**src/rtl/lutram_pattern_tester_pkg.sv**
```systemverilog
// Shared definitions for the LUTRAM pattern tester.
//   - FSM state codes (plain localparams so legacy tools can consume them)
//   - Pattern mode codes
//   - exp_data(): expected RAM word for an address under a given mode, 32 bits wide;
//     callers truncate to their data width.
package lutram_pattern_tester_pkg;

    localparam logic [2:0] StIdle   = 3'd0;
    localparam logic [2:0] StClear  = 3'd1;
    localparam logic [2:0] StWrite  = 3'd2;
    localparam logic [2:0] StRead   = 3'd3;
    localparam logic [2:0] StFinish = 3'd4;

    localparam logic [1:0] ModeAlt     = 2'd0;
    localparam logic [1:0] ModeAddr    = 2'd1;
    localparam logic [1:0] ModeCheck   = 2'd2;
    localparam logic [1:0] ModeInvAddr = 2'd3;

    // a is the zero-extended address; the result is truncated by the caller, so INVADDR
    // also sets data bits above the address width.
    function automatic logic [31:0] exp_data(input logic [31:0] a, input logic [1:0] mode);
        logic [31:0] alt;
        logic [31:0] res;
        alt = {32{a[0]}};
        case (mode)
            ModeAlt:   res = alt;
            ModeAddr:  res = a;
            ModeCheck: res = 32'h5555_5555 ^ alt;
            default:   res = ~a;
        endcase
        return res;
    endfunction

endpackage

```
**src/rtl/lutram_pattern_tester_if.sv**
```systemverilog
// Control/status bundle of the LUTRAM pattern tester.
//   master: run control (start, mode, fault injection), observes status.
//   slave : the tester itself.
interface lutram_pattern_tester_if #(
    parameter int unsigned A_WIDTH   = 7,
    parameter int unsigned D_WIDTH   = 1,
    parameter int unsigned ERR_WIDTH = 16
);
    logic                 start_i;
    logic [1:0]           mode_i;
    logic                 inj_en_i;
    logic [A_WIDTH-1:0]   inj_addr_i;
    logic                 busy_o;
    logic                 done_o;
    logic                 pass_o;
    logic [ERR_WIDTH-1:0] err_count_o;
    logic [A_WIDTH-1:0]   first_err_addr_o;
    logic [D_WIDTH-1:0]   spo_o;
    logic [D_WIDTH-1:0]   dpo_o;

    modport master (
        output start_i, mode_i, inj_en_i, inj_addr_i,
        input  busy_o, done_o, pass_o, err_count_o, first_err_addr_o, spo_o, dpo_o
    );

    modport slave (
        input  start_i, mode_i, inj_en_i, inj_addr_i,
        output busy_o, done_o, pass_o, err_count_o, first_err_addr_o, spo_o, dpo_o
    );
endinterface

```
**src/rtl/lutram_pattern_tester_tick_gen.sv**
```systemverilog
// Step tick generator: tick_o is high for one clk_i cycle every STEP_DIV+1 clocks
// (every clock when STEP_DIV is 0).
//   clk_i  : clock
//   rst_i  : synchronous active-high reset, restarts the period
//   tick_o : one-cycle step pulse
module lutram_pattern_tester_tick_gen #(
    parameter int unsigned STEP_DIV = 32'h00FF_FFFF
) (
    input  logic clk_i,
    input  logic rst_i,
    output logic tick_o
);
    localparam logic [23:0] Div = STEP_DIV[23:0];

    logic [23:0] cnt_q, cnt_d;

    assign tick_o = (cnt_q == Div);

    always_comb begin
        cnt_d = cnt_q + 24'd1;
        if (tick_o) cnt_d = '0;
    end

    always_ff @(posedge clk_i) begin
        if (rst_i) cnt_q <= '0;
        else       cnt_q <= cnt_d;
    end
endmodule

```
**src/rtl/lutram_pattern_tester.sv**
```systemverilog
// Self-checking distributed-RAM test harness.
// A run clears the whole RAM, writes a mode-dependent pattern, then reads it back on both
// the write-address port (SPO) and the ~addr port (DPO), counting mismatches.
//   clk_i, rst_i : single clock, synchronous active-high reset
//   tst_io       : run control in (start, mode, fault inject), status out (busy, done, pass,
//                  saturating error count, first failing SPO address, live SPO/DPO)
// ERR_WIDTH must be at least 2.
module lutram_pattern_tester
    import lutram_pattern_tester_pkg::*;
#(
    parameter int unsigned A_WIDTH   = 7,
    parameter int unsigned D_WIDTH   = 1,
    parameter int unsigned STEP_DIV  = 32'h00FF_FFFF,
    parameter int unsigned ERR_WIDTH = 16
) (
    input  logic                 clk_i,
    input  logic                 rst_i,
    lutram_pattern_tester_if.slave tst_io
);
    localparam logic [A_WIDTH-1:0] AddrMax = '1;

    logic                 tick;
    logic [2:0]           state_q, state_d;
    logic [A_WIDTH-1:0]   addr_q, addr_d;
    logic [1:0]           mode_q, mode_d;
    logic                 inj_en_q, inj_en_d;
    logic [A_WIDTH-1:0]   inj_addr_q, inj_addr_d;
    logic [ERR_WIDTH-1:0] err_q, err_d;
    logic [A_WIDTH-1:0]   first_q, first_d;
    logic                 first_vld_q, first_vld_d;
    logic                 done_q, done_d;
    logic                 pend_q, pend_d;

    logic                 busy, start_req, last, we;
    logic [A_WIDTH-1:0]   dpra;
    logic [D_WIDTH-1:0]   spo, dpo, exp_spo, exp_dpo, wdata, inj_vec;
    logic                 spo_mis, dpo_mis;
    logic [1:0]           inc;
    logic [ERR_WIDTH:0]   sum;

    (* ram_style = "distributed" *) logic [D_WIDTH-1:0] mem [2**A_WIDTH];

    lutram_pattern_tester_tick_gen #(
        .STEP_DIV (STEP_DIV)
    ) u_tick_gen (
        .clk_i  (clk_i),
        .rst_i  (rst_i),
        .tick_o (tick)
    );

    assign busy      = (state_q == StClear) || (state_q == StWrite) || (state_q == StRead);
    // A start seen while idle/finished is held until the next tick consumes it.
    assign start_req = pend_q | (tst_io.start_i & ~busy);
    assign last      = (addr_q == AddrMax);
    assign dpra      = ~addr_q;

    assign spo     = mem[addr_q];
    assign dpo     = mem[dpra];
    assign exp_spo = D_WIDTH'(exp_data(32'(addr_q), mode_q));
    assign exp_dpo = D_WIDTH'(exp_data(32'(dpra), mode_q));
    assign spo_mis = (spo != exp_spo);
    assign dpo_mis = (dpo != exp_dpo);
    assign inc     = {1'b0, spo_mis} + {1'b0, dpo_mis};
    assign sum     = {1'b0, err_q} + {{(ERR_WIDTH - 1){1'b0}}, inc};

    always_comb begin
        inj_vec    = '0;
        inj_vec[0] = inj_en_q && (addr_q == inj_addr_q);
    end

    assign we    = tick && ((state_q == StClear) || (state_q == StWrite));
    assign wdata = (state_q == StWrite) ? (exp_spo ^ inj_vec) : '0;

    always_ff @(posedge clk_i) begin
        if (we) mem[addr_q] <= wdata;
    end

    always_comb begin
        state_d     = state_q;
        addr_d      = addr_q;
        mode_d      = mode_q;
        inj_en_d    = inj_en_q;
        inj_addr_d  = inj_addr_q;
        err_d       = err_q;
        first_d     = first_q;
        first_vld_d = first_vld_q;
        done_d      = done_q;
        pend_d      = start_req;
        if (tick) begin
            pend_d = 1'b0;
            addr_d = addr_q + 1'b1;
            case (state_q)
                StIdle, StFinish: begin
                    addr_d = '0;
                    if (start_req) begin
                        state_d     = StClear;
                        err_d       = '0;
                        first_d     = '0;
                        first_vld_d = 1'b0;
                        done_d      = 1'b0;
                        mode_d      = tst_io.mode_i;
                        inj_en_d    = tst_io.inj_en_i;
                        inj_addr_d  = tst_io.inj_addr_i;
                    end
                end
                StClear: if (last) state_d = StWrite;
                StWrite: if (last) state_d = StRead;
                StRead: begin
                    err_d = sum[ERR_WIDTH] ? '1 : sum[ERR_WIDTH-1:0];
                    if ((spo_mis || dpo_mis) && !first_vld_q) begin
                        first_d     = addr_q;
                        first_vld_d = 1'b1;
                    end
                    if (last) begin
                        state_d = StFinish;
                        done_d  = 1'b1;
                    end
                end
                default: begin
                    state_d = StIdle;
                    addr_d  = '0;
                end
            endcase
        end
    end

    always_ff @(posedge clk_i) begin
        if (rst_i) begin
            state_q     <= StIdle;
            addr_q      <= '0;
            mode_q      <= '0;
            inj_en_q    <= 1'b0;
            inj_addr_q  <= '0;
            err_q       <= '0;
            first_q     <= '0;
            first_vld_q <= 1'b0;
            done_q      <= 1'b0;
            pend_q      <= 1'b0;
        end else begin
            state_q     <= state_d;
            addr_q      <= addr_d;
            mode_q      <= mode_d;
            inj_en_q    <= inj_en_d;
            inj_addr_q  <= inj_addr_d;
            err_q       <= err_d;
            first_q     <= first_d;
            first_vld_q <= first_vld_d;
            done_q      <= done_d;
            pend_q      <= pend_d;
        end
    end

    assign tst_io.busy_o           = busy;
    assign tst_io.done_o           = done_q;
    assign tst_io.pass_o           = done_q && (err_q == '0);
    assign tst_io.err_count_o      = err_q;
    assign tst_io.first_err_addr_o = first_q;
    assign tst_io.spo_o            = spo;
    assign tst_io.dpo_o            = dpo;
endmodule

```
**src/flat_wrapper.sv**
```systemverilog
// flat-port wrapper written by rule: the top's interface ports become plain ports
module lutram_pattern_tester_flat import lutram_pattern_tester_pkg::*;
#(
    parameter int unsigned A_WIDTH   = 7,
    parameter int unsigned D_WIDTH   = 1,
    parameter int unsigned STEP_DIV  = 32'h00FF_FFFF,
    parameter int unsigned ERR_WIDTH = 16
)
  (clk_i, rst_i, tst_io_start_i, tst_io_mode_i, tst_io_inj_en_i, tst_io_inj_addr_i, tst_io_busy_o, tst_io_done_o, tst_io_pass_o, tst_io_err_count_o, tst_io_first_err_addr_o, tst_io_spo_o, tst_io_dpo_o);
  lutram_pattern_tester_if #(.A_WIDTH(A_WIDTH), .D_WIDTH(D_WIDTH), .ERR_WIDTH(ERR_WIDTH)) tst_io_i ();
  input  logic clk_i;
  input  logic rst_i;
  input wire logic [$bits(tst_io_i.start_i)-1:0] tst_io_start_i;
  input wire logic [$bits(tst_io_i.mode_i)-1:0] tst_io_mode_i;
  input wire logic [$bits(tst_io_i.inj_en_i)-1:0] tst_io_inj_en_i;
  input wire logic [$bits(tst_io_i.inj_addr_i)-1:0] tst_io_inj_addr_i;
  output wire logic [$bits(tst_io_i.busy_o)-1:0] tst_io_busy_o;
  output wire logic [$bits(tst_io_i.done_o)-1:0] tst_io_done_o;
  output wire logic [$bits(tst_io_i.pass_o)-1:0] tst_io_pass_o;
  output wire logic [$bits(tst_io_i.err_count_o)-1:0] tst_io_err_count_o;
  output wire logic [$bits(tst_io_i.first_err_addr_o)-1:0] tst_io_first_err_addr_o;
  output wire logic [$bits(tst_io_i.spo_o)-1:0] tst_io_spo_o;
  output wire logic [$bits(tst_io_i.dpo_o)-1:0] tst_io_dpo_o;
  assign tst_io_i.start_i = tst_io_start_i;
  assign tst_io_i.mode_i = tst_io_mode_i;
  assign tst_io_i.inj_en_i = tst_io_inj_en_i;
  assign tst_io_i.inj_addr_i = tst_io_inj_addr_i;
  assign tst_io_busy_o = tst_io_i.busy_o;
  assign tst_io_done_o = tst_io_i.done_o;
  assign tst_io_pass_o = tst_io_i.pass_o;
  assign tst_io_err_count_o = tst_io_i.err_count_o;
  assign tst_io_first_err_addr_o = tst_io_i.first_err_addr_o;
  assign tst_io_spo_o = tst_io_i.spo_o;
  assign tst_io_dpo_o = tst_io_i.dpo_o;
  lutram_pattern_tester #(.A_WIDTH(A_WIDTH), .D_WIDTH(D_WIDTH), .STEP_DIV(STEP_DIV), .ERR_WIDTH(ERR_WIDTH)) u_core (.clk_i(clk_i), .rst_i(rst_i), .tst_io(tst_io_i));
endmodule
```
**config.mk**
```make
export PLATFORM = sky130hd
export DESIGN_NAME = lutram_pattern_tester_flat
export DESIGN_NICKNAME = d
export VERILOG_FILES = /design/src/rtl/lutram_pattern_tester_pkg.sv /design/src/rtl/lutram_pattern_tester_if.sv /design/src/rtl/lutram_pattern_tester_tick_gen.sv /design/src/rtl/lutram_pattern_tester.sv /design/src/flat_wrapper.sv
export SDC_FILE = /design/constraint.sdc
export NUM_CORES = 1
export LEC_CHECK = 0
export CORE_MARGIN = 4
export CORE_UTILIZATION = 25
export DETAILED_ROUTE_END_ITERATION = 6
export PLACE_DENSITY = 0.44
export SYNTH_ARGS = -nofsm -noshare
export SYNTH_HDL_FRONTEND = slang
export SYNTH_SLANG_ARGS = --single-unit
```
**constraint.sdc**
```tcl
create_clock -name clk_i -period 14.95 [get_ports clk_i]
set_input_delay 2.2425 -clock clk_i [delete_from_list [all_inputs] [get_ports clk_i]]
set_output_delay 2.2425 -clock clk_i [all_outputs]
set_load 0.02 [all_outputs]
```
==> impl_results.md <==
- Dominant cell type by area after synthesis: edfxtp_1
- Run status: finished, final reports clean
- Clock tree from TritonCTS: built
- DIE HEIGHT: between 200 and 250 µm
- Ranking of synthesized cells by area: edfxtp_1 (37%), dfxtp_1 (15%), mux4_2 (9.6%), nor2_1 (7.5%), a21oi_1 (2.1%)
- Final Wtd Congestion: between 0.8 and 0.9
- Pin count of the biggest net entering global routing: slightly above 70
- Post CTS Setup Buffer Count: 0
- Arrival time of the worst setup path: roughly 3900 ps
- Clk Tree Root Cell: clkbuf_16
- Full die area: approximately 45000 µm²
- Wire length of the first global-routing pass: ~46000 µm
- Synth Area per Inst: roughly 11 µm²
- Vias in the first global route: 7447
- Fraction of registers with async set/reset: 0%
- Fraction of final layout cells sized beyond drive strength 1: between 10 and 15%
- Setup Crit Path Kind: reg -> out
- Max IR drop VDD: 61.7 µV
- Grt total ovfl: 0
- Number of setup violations in the final report: 0
- Power density cells: just under 100 nW/µm²
- Critical Path Start Type: flop
- Total of hold buffers inserted after clock tree synthesis: 0
- Hold/Removal Path Class: reg -> reg
- # H-tree levels: 1
- FF-to-FF setup slack: approximately 9200 ps
- Final routed wire length divided by cell count: slightly below 20 µm
- Overall fraction of global-route tracks in use: between 10% and 20%
- Fraction of the yosys area taken by sequential cells: around 52%
- Worst-case reg-to-reg path depth: 19
- Core Region: between 40000 and 50000 µm²
- Yosys warning total: 0
- Starting density of the core: between 20% and 30%
- Post_cts resized: 0
- Number of hold violations in the final report: 0
- Site Rows: 74
- Number of I/O pins: slightly above 40
- Post-Syn Area: approximately 10000 µm²
- FF+latch count, synth: 204
- Pins over their slew limit: 0
- Launch instance of the worst min-delay path: u_core.inj_en_q
- Cell count after synthesis: 954
- Clock Path Buffers: 3
- Slew at the pin closest to its max-slew limit: 1150 ps
- Count of cells along the worst hold path: 2
- Worst Hold Path EP: u_core.inj_en_q
- Crit-path max FO: 25
- Fmax: between 150 and 200 MHz
- Routed via count divided by cell count: approximately 5
- Top cells by count, synth: nor2_1 (205), edfxtp_1 (128), dfxtp_1 (76), nand2_1 (56), mux4_2 (44)
- # clock sinks: around 200
- Layout overhead on the synthesized area: 15.5%
- Leading cell type by number of instances after synthesis: nor2_1
- CP endpoint kind: output pin
- Area share of the leading cell type in the synthesized netlist: between 30% and 40%
- Detailed placement HPWL: about 19000 µm
- Number of antenna violations at the first check in global routing: 0
- Via count: between 7000 and 8000
- Number of violations reported at the end of detailed-routing iteration 0: between 600 and 700
- Final worst setup slack: between 8000 and 9000 ps
- Routed WL: around 30000 µm
- Antenna diode instance count: 0
- Die boundary width: between 200 and 250 µm
- Clock slew at the register clock pins of the worst setup and hold paths: about 60 ps
- Number of design rule violations left after detail routing: 0
- Clock latency of the later-clocked register in the worst-skew pair: just over 500 ps
- Syn_nets: 971
- Data required time of the worst path: between 10000 and 15000 ps
- Num CTS Buffers: 23
- Startpoint of the worst-slack reg-to-reg timing path: u_core.addr_q[1]
- Number of distinct library cell variants in the gate-level netlist after synthesis: between 60 and 70
- # Max-Cap Violations: 0
- I/O Buffers: 39
- Relative max-transition margin: a little under a quarter
- Unrepaired setup endpoints after global routing: false
- Period utilisation layout: 41.3%
- Filler Cells Inserted: roughly 4300
- Number of nets in the final layout: around 990
- P_leak: between 3 and 4 nW
- Number of synthesized flops with an enable pin: around 130
- Post-placement setup slack: a little over 9000 ps
- Endpoint of the most critical register-to-register path: u_core.tst_io.err_count_o[8]
- Final Skew: ~11 ps
- Time the worst path needs with I/O delays and setup: 6170 ps
- Setup_tns: 0 ps
- Prevailing post-synth register cell: edfxtp_1
- Total iterations of the first detailed-routing run: 5
- Final ANT Viol Nets: 0
[critical path, stage by stage, from the launching register on]
cell	delay [ps]
dfxtp_1	530
buf_4	410
nor2b_1	570
a22oi_1	150
o22a_1	250
a2111oi_2	540
nor4_4	150
nand2_1	180
clkdlybuf4s50_1	630
[placed cells by master (no fill, tap or decap), types with 5 or more instances in the layout]
cell / netlist / routed
edfxtp_1: 128 / 128
nand2_1: 56 / 56
clkbuf_16: 0 / 23
nand3_1: 38 / 38
nor2b_1: 10 / 10
clkdlybuf4s50_1: 0 / 39
dfxtp_1: 76 / 72
a221o_1: 8 / 8
o21ai_1: 5 / 5
buf_4: 7 / 11
clkinv_2: 0 / 5
mux2i_1: 16 / 16
clkbuf_1: 33 / 7
a221oi_1: 19 / 19
nor4_1: 5 / 5
nor3_1: 14 / 12
inv_1: 24 / 24
and2_1: 7 / 7
and3_1: 8 / 8
mux2_1: 7 / 7
o22ai_1: 9 / 9
o21ai_0: 39 / 39
xnor2_1: 16 / 16
nor2_1: 205 / 205
and4_1: 6 / 6
nand2b_1: 9 / 9
mux2_2: 7 / 7
mux4_2: 44 / 44
nand4_1: 15 / 15
a21oi_1: 43 / 43
a31oi_1: 10 / 10
xor2_1: 17 / 17
[layout make-up]
class / instances / area, µm² / share of cell area (%)
Clock buffer: 31 / 616 / 5.16
Tap cell: 532 / 666 / 5.58
Timing Repair Buffer: 50 / 473 / 3.97
Multi-Input combinational cell: 670 / 4580 / 38.4
Sequential cell: 204 / 5370 / 45.1
Inverter: 25 / 93.8 / 0.787
Clock inverter: 9 / 124 / 1.04
[power by group]
| group | switching, W | internal [W] | total [W] |
|---|---|---|---|
| Sequential | 0.000000766 | 0.000592 | 0.000593 |
| Combinational | 0.00000453 | 0.00000429 | 0.00000882 |
| Clock | 0.000228 | 0.000340 | 0.000568 |
[metrics by stage]
| stage | cell area [µm²] | hold WS (ps) | total power (W) | utilization (%) | std cells |
|---|---|---|---|---|---|
| 2_1_floorplan | 10300 | 426 | 0.000610 | - | 954 |
| 3_3_place_gp | 11200 | 443 | 0.000614 | 27.4 | 1481 |
| 3_5_place_dp | 11200 | 454 | 0.000614 | 27.4 | 1481 |
| 4_1_cts | 11900 | 462 | 0.00118 | 29.2 | 1521 |
| 6_report | 11900 | 457 | 0.00117 | 29.2 | 1521 |
| 5_1_grt | 11900 | 482 | 0.00121 | 29.2 | 1521 |
[state kept, by name, indices dropped and copies added, names as in the netlist, named ones only]
signal,cells
u_core.tst_io.err_count_o,16
u_core.mode_q,1
u_core.inj_addr_q,7
u_core.first_vld_q,1
u_core.u_tick_gen.cnt_q,24
u_core.inj_en_q,1
u_core.state_q,3
u_core.addr_q,7
u_core.tst_io.first_err_addr_o,7
u_core.tst_io.done_o,1
u_core.pend_q,1
u_core.mem,128
[logic make-up (layout without fill, tap and decap cells)]
logic type / count (synthesis) / count (layout) / share of synthesized area [%]
AOI/OAI and AO/OA: 168 / 168 / 10.8
xor gates and xnor gates: 33 / 33 / 2.80
buffers and inverters: 80 / 115 / 3.77
muxes: 74 / 74 / 12.7
adders and majority gates: 4 / 4 / 0.558
DFF: 204 / 204 / 52.0
and+or+nand+nor: 391 / 391 / 17.5
[worst max path at each step]
stage | depth (start not counted) | to | slack [ps] | start
5_1_grt | 8 | tst_io_dpo_o | 8530 | u_core.addr_q[0]
2_1_floorplan | 7 | u_core.mem[0] | 7360 | u_core.addr_q[0]
6_report | 8 | tst_io_dpo_o | 8780 | u_core.addr_q[0]
4_1_cts | 8 | tst_io_dpo_o | 8740 | u_core.addr_q[0]
3_3_place_gp | 19 | u_core.tst_io.err_count_o[7] | 9180 | u_core.addr_q[1]
3_5_place_dp | 19 | u_core.tst_io.err_count_o[7] | 9190 | u_core.addr_q[1]
[layer usage]
metal	track usage, %	vias to the layer above	part of all wire (%)
li1	-	3584	-
met1	18.2	3851	46
met2	21.7	173	48
met3	1.50	25	4.1
met4	2.59	0	1.6
met5	0	-	0
(Power assumes the default switching activity.)
==> variant 1, RTL diff (config.mk and constraints unchanged) <==
Take the reset off `inj_addr_q` and load it in a clocked block of its own.
--- a/src/rtl/lutram_pattern_tester.sv
+++ b/src/rtl/lutram_pattern_tester.sv
@@ -130,7 +130,6 @@
             addr_q      <= '0;
             mode_q      <= '0;
             inj_en_q    <= 1'b0;
-            inj_addr_q  <= '0;
             err_q       <= '0;
             first_q     <= '0;
             first_vld_q <= 1'b0;
@@ -141,13 +140,16 @@
             addr_q      <= addr_d;
             mode_q      <= mode_d;
             inj_en_q    <= inj_en_d;
-            inj_addr_q  <= inj_addr_d;
             err_q       <= err_d;
             first_q     <= first_d;
             first_vld_q <= first_vld_d;
             done_q      <= done_d;
             pend_q      <= pend_d;
         end
+    end
+
+    always_ff @(posedge clk_i) begin
+        inj_addr_q <= inj_addr_d;
     end
 
     assign tst_io.busy_o           = busy;
Function: no difference found for any inputs over 10 cycles, from zero or initial values and one cycle with rst_i high; that may be too few to reach the edited logic, so the function may still have changed.
==> variant 1 against the unedited design <==
Core utilization up 0.62 points; final area up 0.53%; synthesized area down 0.63%; sequential cell count unchanged; via count down 2.8%; routed wire length up 2.2%; first-iteration DRC count up 1.5%; setup slack worse by 0.68 ns; global-route usage up 0.49 points; total power up 4.8%; count of clock-buffer cells in the layout down 3; largest power group is now the clock network.
==> variant 1: results (changes against the unedited design) <==
The share of final-layout standard cells stronger than drive strength 1 is 0.1178 (+0.004523). The total global-route track usage is 0.1343 (+0.004868). The transition at the pin with the smallest max-transition slack came to 1.185 ns (+0.03064 ns). The xor and xnor fraction of the mapped netlist area came out at 0.02818 (+0.0001776). The flow ran to the end, and the final reports show no timing, DRC or antenna violations. The source-to-sink clock delay at the later pin of the worst-skew pair is 0.55 ns (+0.04 ns). The number of enable-type register cells in the synthesized netlist is 135 (+5.5%). The cell count after synthesis is 926 (-2.9%). The number of nets in the finished design came out at 966 (-2.5%). The sum of routed wire length over all layers came out at 30.36 mm (+2.2%).

The register area share after synthesis was 0.5299 (+0.01013). The number of global-route vias before repair came out at 7567 (+1.6%). The count of vias placed by the detailed router was 7418 (-2.8%). The number of buffers created by CTS came to 25 (+8.7%).

The worst stage delay on the critical path came out at 0.90 ns (+0.27 ns). On the critical path, the stage with the largest delay is an instance of sky130_fd_sc_hd__dfxtp_2. The average detailed-routed wire length per instance came out at 20.34 um (+4.1%). The leakage power is 0.003410 uW (+7.1%). The maximum number of pins on one net before global-route repair is 73 (+2.8%). The adder and majority cell fraction of the synthesized area was 0.005612 (+0.00003538). In the post-synthesis netlist, the biggest area contributors are sky130_fd_sc_hd__edfxtp_1 40%, sky130_fd_sc_hd__dfxtp_1 13%, sky130_fd_sc_hd__nor2_1 7.6%. The total instance count after detailed placement came out at 1447 (-2.3%).

By count the netlist is led by 207 x sky130_fd_sc_hd__nor2_1, 135 x sky130_fd_sc_hd__edfxtp_1, 69 x sky130_fd_sc_hd__dfxtp_1. The net count after synthesis came out at 943 (-2.9%). The largest voltage drop on the vdd net is 0.07832 mV (+27%). The total of fill cells in the finished design came out at 4172 (-2.3%). The instance area at placement is 0.01114 mm2 (-0.32%). The arrival time of data at the critical path endpoint came out at 4.61 ns (+0.68 ns). The area fraction in compound gates after synthesis is 0.09967 (-0.007858).
[variant 1: layer usage]
metal | global-route usage | share of wire | vias up
met5 | 0 | 0 | -
met4 | 0.03711 | 0.026 | 0
met3 | 0.02143 | 0.048 | 41
met2 | 0.2126 | 0.46 | 183
met1 | 0.1917 | 0.47 | 3719
li1 | - | - | 3475
[variant 1: metrics by stage]
stage / setup slack, ns / utilization
after CTS: 7.998 / 0.2981
after floorplan: 7.404 / -
final: 8.096 / 0.2981
after global placement: 8.521 / 0.2773
after detailed placement: 8.574 / 0.2773
after global routing: 7.844 / 0.2981
[variant 1: final timing paths]
path | startpoint | cells past startpoint | slack [ns] | to
setup / recovery | u_core.addr_q[2] | 8 | 8.10 | tst_io_dpo_o
hold reg to reg | u_core.u_tick_gen.cnt_q[0] | 1 | 0.46 | u_core.u_tick_gen.cnt_q[0]
setup reg to reg | u_core.addr_q[2] | 19 | 8.66 | u_core.tst_io.err_count_o[8]
hold / removal | u_core.u_tick_gen.cnt_q[0] | 1 | 0.46 | u_core.u_tick_gen.cnt_q[0]
[variant 1: area by class of cell]
cell class,count,area [um2],area share
sequential,204,5439,0.4539
multi-input combinational,647,4488,0.3746
clock buffer,28,656.9,0.05482
tap,525,656.9,0.05482
timing repair buffer,52,488.0,0.04073
clock inverter,18,181.4,0.01514
inverter,19,71.32,0.005952
[variant 1: power groups by stage]
stage | Combinational [uW] | Sequential, uW | Clock, uW
5_1_grt | 13.6 | 596 | 658
3_5_place_dp | 12.2 | 609 | 0
3_3_place_gp | 12.4 | 609 | 0
6_report | 11.8 | 596 | 617
4_1_cts | 12.2 | 596 | 634
2_1_floorplan | 6.47 | 608 | 0
==> variant 2, RTL diff (same flow settings) <==
Without the edit above. `A_WIDTH` is set to 7 in 3 places; all go to 8.
--- a/src/rtl/lutram_pattern_tester_if.sv
+++ b/src/rtl/lutram_pattern_tester_if.sv
@@ -2,7 +2,7 @@
 //   master: run control (start, mode, fault injection), observes status.
 //   slave : the tester itself.
 interface lutram_pattern_tester_if #(
-    parameter int unsigned A_WIDTH   = 7,
+    parameter int unsigned A_WIDTH   = 8,
     parameter int unsigned D_WIDTH   = 1,
     parameter int unsigned ERR_WIDTH = 16
 );
--- a/src/rtl/lutram_pattern_tester.sv
+++ b/src/rtl/lutram_pattern_tester.sv
@@ -8,7 +8,7 @@
 module lutram_pattern_tester
     import lutram_pattern_tester_pkg::*;
 #(
-    parameter int unsigned A_WIDTH   = 7,
+    parameter int unsigned A_WIDTH   = 8,
     parameter int unsigned D_WIDTH   = 1,
     parameter int unsigned STEP_DIV  = 32'h00FF_FFFF,
     parameter int unsigned ERR_WIDTH = 16
--- a/src/flat_wrapper.sv
+++ b/src/flat_wrapper.sv
@@ -1,7 +1,7 @@
 // flat-port wrapper written by rule: the top's interface ports become plain ports
 module lutram_pattern_tester_flat import lutram_pattern_tester_pkg::*;
 #(
-    parameter int unsigned A_WIDTH   = 7,
+    parameter int unsigned A_WIDTH   = 8,
     parameter int unsigned D_WIDTH   = 1,
     parameter int unsigned STEP_DIV  = 32'h00FF_FFFF,
     parameter int unsigned ERR_WIDTH = 16
Ports: changed (resized tst_io_first_err_addr_o and tst_io_inj_addr_i); port bits go from 41 to 43. The function was not compared with the original's and may differ.
==> variant 2 against the unedited design <==
Global-route usage increased by 1.9 points; synthesized area is 66% higher; routed wire length grew 85%; clock power is 62% higher; critical path type unchanged; critical endpoint unchanged; sequential cell count is 132 higher; sequential power is 67% higher; final area grew 64%; synthesized cell count is 49% higher; total power is 65% higher; sequential share of layout area is 2.5 points higher; setup slack got worse by 1.1 ns; maximum frequency is 15% lower.
==> variant 2: results (changes against the unedited design) <==
The routability congestion estimate was 0.8118 (+1.5%). The detailed-routing iteration count for the pre-antenna-repair pass was 7 (+2). The average detailed-routed wire length per instance came out at 23.71 um (+21%).

The maximum number of pins on one net before global-route repair was 257 (+260%). The largest voltage drop on the vdd net is 0.07177 mV (+16%). The setup slack on the worst flop-to-flop path came out at 8.15 ns (-1.03 ns). The number of enable-type register cells in the synthesized netlist is 256 (+100%). The number of buffers inserted by port buffering came out at 41 (+5.1%). By area the synthesized netlist is led by sky130_fd_sc_hd__edfxtp_1 45%, sky130_fd_sc_hd__mux4_2 14%, sky130_fd_sc_hd__dfxtp_1 9.3%.

The global-route wire length before repair is 82.28 mm (+80%). The net count after synthesis came out at 1445 (+49%). The flow ran to the end, and the final reports show no timing, DRC or antenna violations.

The fmax came out at 138.3 MHz (-15%). The H-tree depth came out at 2 (+1). The worst stage delay on the critical path came out at 0.77 ns (+0.14 ns). The transition at the pin with the smallest max-transition slack was 1.196 ns (+0.04129 ns). The total global-route track usage came out at 0.1483 (+0.01892).

The clock skew is 0.02960 ns (+0.01813 ns). By count the netlist is led by 332 x sky130_fd_sc_hd__nor2_1, 256 x sky130_fd_sc_hd__edfxtp_1, 109 x sky130_fd_sc_hd__mux4_2. The switching power total is 406.0 uW (+74%). The source-to-sink clock delay at the later pin of the worst-skew pair was 0.57 ns (+0.06 ns). The slowest stage cell on the critical path is sky130_fd_sc_hd__dfxtp_4. The final instance count without filler cells is 2324 (+53%). The register area share after synthesis is 0.5417 (+0.02184). The number of flip-flops in the largest register came to 256 (+100%).

The worst slack after detailed placement is 7.949 ns (-1.239 ns). The share of final-layout standard cells stronger than drive strength 1 was 0.1489 (+0.03562). The cell count after synthesis is 1424 (+49%). The count of routing violations after the opening detailed-route iteration came to 1034 (+70%). The sum of net half-perimeters after detailed placement is 33.58 mm (+78%). The number of buffers created by CTS is 41 (+78%). The arrival time of data at the critical path endpoint is 4.99 ns (+1.06 ns). The top fanout value on the critical path came out at 35 (+40%). The leakage power came out at 0.005355 uW (+68%). The number of library cell types mapped by synthesis came out at 68 (+3.0%).
==> variant 2: cells by family after synthesis <==
family / share of synthesized area
AOI/OAI and AO/OA: 0.05640
xor gates and xnor gates: 0.01890
adders and majority gates: 0.006129
buffers and inverters: 0.03852
DFF: 0.5417
muxes: 0.1820
and+or+nand+nor: 0.1564
==> variant 2: power groups by stage <==
stage	registers, uW	clock network (uW)	logic (uW)
after floorplan	1010	0	7.23
after global placement	1010	0	12.7
after detailed placement	1010	0	12.9
after CTS	993	945	13.0
after global routing	992	988	14.2
final	993	920	12.7
==> variant 2: per-layer routing <==
layer	wire [um]	vias up	track usage
li1	-	5304	-
met1	23730	6260	0.1961
met2	27380	351	0.2560
met3	2730	82	0.01883
met4	1266	0	0.04232
met5	0	-	0
==> variant 2: area by class of cell <==
| cell class | count | area [um2] |
|---|---|---|
| clock buffers | 52 | 1067 |
| clock inverters | 20 | 132.6 |
| fillers | 6920 | 48060 |
| inverters | 18 | 67.56 |
| multi-input cells | 953 | 7252 |
| flip-flops and latches | 336 | 9301 |
| well taps | 873 | 1092 |
| repair buffers | 72 | 655.6 |
==> variant 2: worst paths after layout <==
| path | from | to | depth (start not counted) |
|---|---|---|---|
| min reg2reg | u_core.u_tick_gen.cnt_q[0] | u_core.u_tick_gen.cnt_q[0] | 1 |
| min | u_core.u_tick_gen.cnt_q[0] | u_core.u_tick_gen.cnt_q[0] | 1 |
| max | u_core.addr_q[0] | tst_io_dpo_o | 9 |
| max reg2reg | u_core.addr_q[0] | u_core.tst_io.err_count_o[13] | 21 |
==> variant 2: through the flow <==
stage	hold slack, ns	util	cell area, um2
floorplan	0.4248	-	17160
global placement	0.4416	0.2716	18370
detailed placement	0.4528	0.2716	18370
CTS	0.4601	0.2893	19570
global route	0.4678	0.2893	19570
finish	0.4584	0.2893	19570
==> variant 2: worst max-delay path, delay by kind of cell, from the launching register on <==
kind,cells,cell delay [ns]
mux,2,0.90
simple gates,3,0.66
flops,1,0.77
compound gates,2,0.79
buf+inv,2,1.24
